<file path="src/rtl/core_pkg.sv">
// Definitions shared by the RV32I core control blocks: the hazard FSM states,
// well-known register numbers and the opcode constants used by decode.
package core_pkg;

    typedef enum logic [1:0] {
        ST_RUN   = 2'd0,
        ST_DRAIN = 2'd1,
        ST_HALT  = 2'd2
    } state_t;

    localparam logic [4:0]  REG_X17        = 5'd17;
    localparam logic [31:0] ECALL_HALT_VAL = 32'd10;

    localparam logic [6:0] OPC_LOAD   = 7'b0000011;
    localparam logic [6:0] OPC_STORE  = 7'b0100011;
    localparam logic [6:0] OPC_OP_IMM = 7'b0010011;
    localparam logic [6:0] OPC_OP     = 7'b0110011;
    localparam logic [6:0] OPC_BRANCH = 7'b1100011;
    localparam logic [6:0] OPC_JAL    = 7'b1101111;
    localparam logic [6:0] OPC_JALR   = 7'b1100111;
    localparam logic [6:0] OPC_LUI    = 7'b0110111;
    localparam logic [6:0] OPC_AUIPC  = 7'b0010111;
    localparam logic [6:0] OPC_SYSTEM = 7'b1110011;

endpackage

</file>
<file path="src/rtl/sat_counter.sv">
// Event counter that sticks at its maximum value instead of wrapping.
// clr is synchronous and takes priority over inc.
module sat_counter #(
    parameter int W = 32
) (
    input  logic         clk,
    input  logic         clr,
    input  logic         inc,
    output logic [W-1:0] q
);

    logic [W-1:0] cnt_q;

    always_ff @(posedge clk) begin
        if (clr) begin
            cnt_q <= '0;
        end else if (inc && (cnt_q != {W{1'b1}})) begin
            cnt_q <= cnt_q + W'(1);
        end
    end

    assign q = cnt_q;

endmodule

</file>
<file path="src/rtl/hazard_ctrl.sv">
// Load-use / redirect hazard control for the 5-stage pipe, plus the ecall
// drain-then-halt sequence and stall/flush performance counters.
//
//   state    | meaning
//   ---------+-------------------------------------------------------------
//   ST_RUN   | normal issue; hazards resolved by stall, bubble or flush
//   ST_DRAIN | halting ecall ahead in the pipe; older instructions retire
//   ST_HALT  | pipe empty, core halted until reset
module hazard_ctrl
    import core_pkg::*;
#(
    parameter int DRAIN_CYCLES = 3,
    parameter int CNT_W        = 32
) (
    input  logic             clk,
    input  logic             reset,
    input  logic [4:0]       id_rs1,
    input  logic [4:0]       id_rs2,
    input  logic             id_use_rs1,
    input  logic             id_use_rs2,
    input  logic             id_is_ecall,
    input  logic             id_x17_is_ten,
    input  logic [4:0]       ex_rd,
    input  logic             ex_mem_read,
    input  logic             ex_redirect,
    output logic             pc_write,
    output logic             if_id_write,
    output logic             if_id_flush,
    output logic             id_ex_bubble,
    output logic             halted,
    output logic [CNT_W-1:0] stall_cnt,
    output logic [CNT_W-1:0] flush_cnt
);

    localparam int DW = (DRAIN_CYCLES > 1) ? $clog2(DRAIN_CYCLES) : 1;
    localparam logic [DW-1:0] DRAIN_LOAD = DW'(DRAIN_CYCLES - 1);

    state_t        state_q, state_d;
    logic [DW-1:0] drain_q, drain_d;
    logic          load_use, ecall_use;
    logic          stall_inc, flush_inc;

    // x0 is hardwired, so a load targeting it never creates a dependency.
    assign load_use = ex_mem_read && (ex_rd != 5'd0) &&
                      ((id_use_rs1 && (ex_rd == id_rs1)) ||
                       (id_use_rs2 && (ex_rd == id_rs2)));

    assign ecall_use = id_is_ecall && ex_mem_read && (ex_rd == REG_X17);

    always_ff @(posedge clk) begin
        if (reset) begin
            state_q <= ST_RUN;
            drain_q <= '0;
        end else begin
            state_q <= state_d;
            drain_q <= drain_d;
        end
    end

    always_comb begin
        state_d      = state_q;
        drain_d      = drain_q;
        pc_write     = 1'b1;
        if_id_write  = 1'b1;
        if_id_flush  = 1'b0;
        id_ex_bubble = 1'b0;
        halted       = 1'b0;
        stall_inc    = 1'b0;
        flush_inc    = 1'b0;

        if (!reset) begin
            unique case (state_q)
                ST_RUN: begin
                    if (ex_redirect) begin
                        // ID holds a wrong-path instruction; its hazards are moot.
                        if_id_flush  = 1'b1;
                        id_ex_bubble = 1'b1;
                        flush_inc    = 1'b1;
                    end else if (load_use || ecall_use) begin
                        pc_write     = 1'b0;
                        if_id_write  = 1'b0;
                        id_ex_bubble = 1'b1;
                        stall_inc    = 1'b1;
                    end else if (id_is_ecall && id_x17_is_ten) begin
                        pc_write    = 1'b0;
                        if_id_flush = 1'b1;
                        state_d     = ST_DRAIN;
                        drain_d     = DRAIN_LOAD;
                    end
                end
                ST_DRAIN: begin
                    pc_write     = 1'b0;
                    if_id_write  = 1'b0;
                    id_ex_bubble = 1'b1;
                    if (drain_q == '0) begin
                        state_d = ST_HALT;
                    end else begin
                        drain_d = drain_q - DW'(1);
                    end
                end
                ST_HALT: begin
                    pc_write     = 1'b0;
                    if_id_write  = 1'b0;
                    id_ex_bubble = 1'b1;
                    halted       = 1'b1;
                end
                default: begin
                    state_d = ST_RUN;
                end
            endcase
        end
    end

    sat_counter #(.W(CNT_W)) u_stall_cnt (
        .clk (clk),
        .clr (reset),
        .inc (stall_inc),
        .q   (stall_cnt)
    );

    sat_counter #(.W(CNT_W)) u_flush_cnt (
        .clk (clk),
        .clr (reset),
        .inc (flush_inc),
        .q   (flush_cnt)
    );

endmodule
</file>
<file path="config.mk">
export PLATFORM = sky130hd
export DESIGN_NAME = hazard_ctrl
export DESIGN_NICKNAME = d
export VERILOG_FILES = /design/src/rtl/core_pkg.sv /design/src/rtl/sat_counter.sv /design/src/rtl/hazard_ctrl.sv
export SDC_FILE = /design/constraint.sdc
export NUM_CORES = 1
export LEC_CHECK = 0
export BUFFER_PORTS_ARGS = -buffer_cell sky130_fd_sc_hd__buf_2
export CELL_PAD_IN_SITES_DETAIL_PLACEMENT = 2
export CELL_PAD_IN_SITES_GLOBAL_PLACEMENT = 2
export CORE_ASPECT_RATIO = 0.75
export CORE_MARGIN = 2
export CORE_UTILIZATION = 28
export DETAILED_ROUTE_END_ITERATION = 10
export PLACE_DENSITY_LB_ADDON = 0.12
export REMOVE_ABC_BUFFERS = 1
export SLEW_MARGIN = 20
export SYNTH_ARGS = -nofsm -noshare
export SYNTH_HDL_FRONTEND = slang
export SYNTH_SLANG_ARGS = --single-unit
</file>
<file path="constraint.sdc">
create_clock -name clk -period 2.4 [get_ports clk]
set_input_delay 0.36 -clock clk [delete_from_list [all_inputs] [get_ports clk]]
set_output_delay 0.36 -clock clk [all_outputs]
set_load 0.02 [all_outputs]
</file>
==> run_results.csv <==
group,metric,value,unit
setup_path,endpoint_kind,"output pin",
clock_network,cts_tree,"built",
synthesis,synth_seq_area_share,0.3774,
power_and_ir_drop,p_leak,2.027,nW
power_and_ir_drop,power.density,645.4,nW/um^2
floorplanning,core.rowCount,35,
synthesis,synth_cells,434,
drt,dr.pass1.iters,4,
synthesis,synth.distinct_cells,57,
synthesis,async_reset_ff_frac,0,
synthesis,yosysTopAreaCell,"dfxtp_1",
drt,vias,3649,
setup_path,worstSetupPathType,"input pin to output pin",
drt,drt_wl_total,12720,um
clock_network,h-tree-depth,3,
setup_path,cp_cell_sequence,"buf_8 > or3_4 > nor3_4 > o31ai_4 > or2_4 > nand2_4 > buf_6 > a31oi_4 > nor3b_2 > buf_4",
clock_network,clock_latency,0.34,ns
setup_path,critPathLaunchType,"input pin",
layout,fin_cells,721,
placement,dp_cells,704,
drt,drc,0,
timing,period_needed,2.457,ns
floorplanning,die_w,135.1,um
synthesis,synth_top_area_share,0.3774,
grt,overflow,0,
grt,grt_max_degree,61,
worst_hold_path,hp-class,"input pin to flip-flop",
grt,antenna_found_initial,0,
setup_path,crit_arrival,2.10,ns
synthesis,synth_edf_count,0,
floorplanning,io_pins,92,
outcome,violations,"setup timing",
timing,finalSetupTns,-0.07597,ns
setup_path,path_buf_inv,3,
layout,antenna_cells,0,
layout,post-route-cell-area,4931,sq um
timing,setup_viol,2,
drt,drt_iter0_drc,224,
timing,maxSlewViolCount,0,
grt,grt_util_all_layers,0.1854,
timing,slew_headroom,0.5539,
floorplanning,core,12440,sq um
clock_network,ctsLongestPathBuffers,2,
grt,grt_pass1_vias,3748,
placement,io_buffers,91,
timing,max_freq,0.4069,GHz
timing,rsz0062_at_grt,"true",
layout,final_common_cell,"buf_2",
setup_path,crit_required,2.04,ns
grt,grt_pass1_wl,20140,um
timing,tightestPinTransition,0.6692,ns
timing,final_hold_viol_count,0,
layout,final_layout_size_suffix_gt1_frac,0.3081,
layout,nNetsFinal,583,
clock_network,cts_hold_buf,0,
placement,dp_hpwl,9043,um
clock_network,cts.clk_slew.worst_paths,0.06,ns
placement,routabilityCongestion,0.7839,
synthesis,syn_area_per_cell,8.312,sq um
setup_path,cp_max_fo,3,
clock_network,cts_buffers,9,
power_and_ir_drop,irDropWorstVdd,322.1,uV
floorplanning,dieHeight,102.3,um
synthesis,synth_flop_cell,"dfxtp_1",
layout,final_cell_mix,"84 x buf_2, 67 x dfxtp_1, 66 x nor2_1, 32 x buf_4, 31 x nand3_1",
placement,post_dp_cell_area,4419,sq um
job,cap_violations,0,
drt,wl_per_cell,17.64,um
setup_path,cp_slowest_cell,"or3_4",
floorplanning,start_util,0.2900,
timing,fin_skew,0.005089,ns
synthesis,netlist_area,3607,sq um
synthesis,yosys_register_bits,68,
clock_network,clockRootBuffer,"clkbuf_16",
synthesis,ys_warn_count,0,
placement,post-place-ws,-0.1839,ns
timing,timing.final.ws_setup,-0.05750,ns
power_and_ir_drop,total_power,3.183,mW
timing,min_period_over_period,1.024,
setup_path,cp_top_family,"simple AND/OR/NAND/NOR gates",
setup_path,max_stage_delay,0.41,ns
synthesis,synth_area_leaders,"dfxtp_1 38%, nor2_1 7.1%, xor2_1 7.0%",
clock_network,clock-sinks,68,
drt,ant_nets,0,
floorplanning,die_area,13820,sq um
layout,area_growth,36.70,%
drt,viasPerCell,5.061,
outcome,outcome,"finished, violations left",
## synthesized netlist by cell type, types with 11 or more instances
cell / number
a21oi_1: 12
nand3_1: 31
nor2_1: 68
o21ai_0: 11
xnor2_1: 24
and3_1: 11
nor3_1: 16
xor2_1: 29
nand2_1: 31
dfxtp_1: 68
or3_1: 11
nand4_1: 24
## cell type report
type | count | area [sq um]
Sequential cell | 68 | 1363
Tap cell | 166 | 207.7
Clock inverter | 3 | 40.04
Clock buffer | 10 | 239.0
Fill cell | 1414 | 7506
Multi-Input combinational cell | 340 | 2286
Timing Repair Buffer | 124 | 758.2
Inverter | 10 | 37.54
## worst paths after layout
path	slack (ns)	cells after the start	to	startpoint
setup / recovery	-0.06	10	if_id_flush	ex_rd[3]
hold / removal	0.45	4	u_stall_cnt.q[24]	ex_mem_read
setup reg to reg	0.10	8	u_stall_cnt.q[11]	u_stall_cnt.q[14]
hold reg to reg	0.52	2	u_stall_cnt.q[1]	u_stall_cnt.q[1]
## flip-flops by register name, indices dropped and copies added (netlist names)
name and flops:
drain_q 2, state_q 2, u_flush_cnt.q 32, u_stall_cnt.q 32
## through the flow
| stage | util | hold WS (ns) |
|---|---|---|
| floorplan | - | 0.4291 |
| global placement | 0.3553 | 0.4789 |
| detailed placement | 0.3553 | 0.5021 |
| CTS | 0.3850 | 0.4361 |
| global route | 0.3965 | 0.5011 |
| finish | 0.3965 | 0.4498 |
## kinds of logic (layout without fill, tap and decap cells)
kind of cell	count (synthesis)	after routing	synth area share
xor+xnor	53	53	0.1287
buf+inv	26	147	0.02949
fa+ha+maj	7	7	0.02428
simple gates	236	236	0.3517
flops	68	68	0.3774
mux	4	4	0.01214
compound gates	40	40	0.07631
## routing by layer
metal | GRT usage | wire [um] | up-vias
met4 | 0.05128 | 147 | 0
met3 | 0.04315 | 517 | 14
li1 | - | - | 1765
met1 | 0.2498 | 6232 | 1804
met5 | 0 | 0 | -
met2 | 0.3003 | 5817 | 66
## tightest hold or removal path: stages
cell	delay, ns
buf_2	0.15
nand3_1	0.10
xor2_1	0.07
nor2_1	0.07
## repair_timing
action | in CTS | in global routing
setup endpoints to repair | 4 | 19
pin swaps | 13 | 18
cloned | 0 | 0
buffers inserted | 3 | 4
resized for setup | 20 | 26
## report_power, final
| part | switching (mW) | leakage, nW | total [mW] | internal (mW) |
|---|---|---|---|---|
| clock network | 0.502 | 0.140 | 1.31 | 0.811 |
| logic | 0.387 | 1.34 | 0.675 | 0.288 |
| registers | 0.0309 | 0.549 | 1.19 | 1.16 |
No activity file was read; power rests on OpenSTA's default activity.
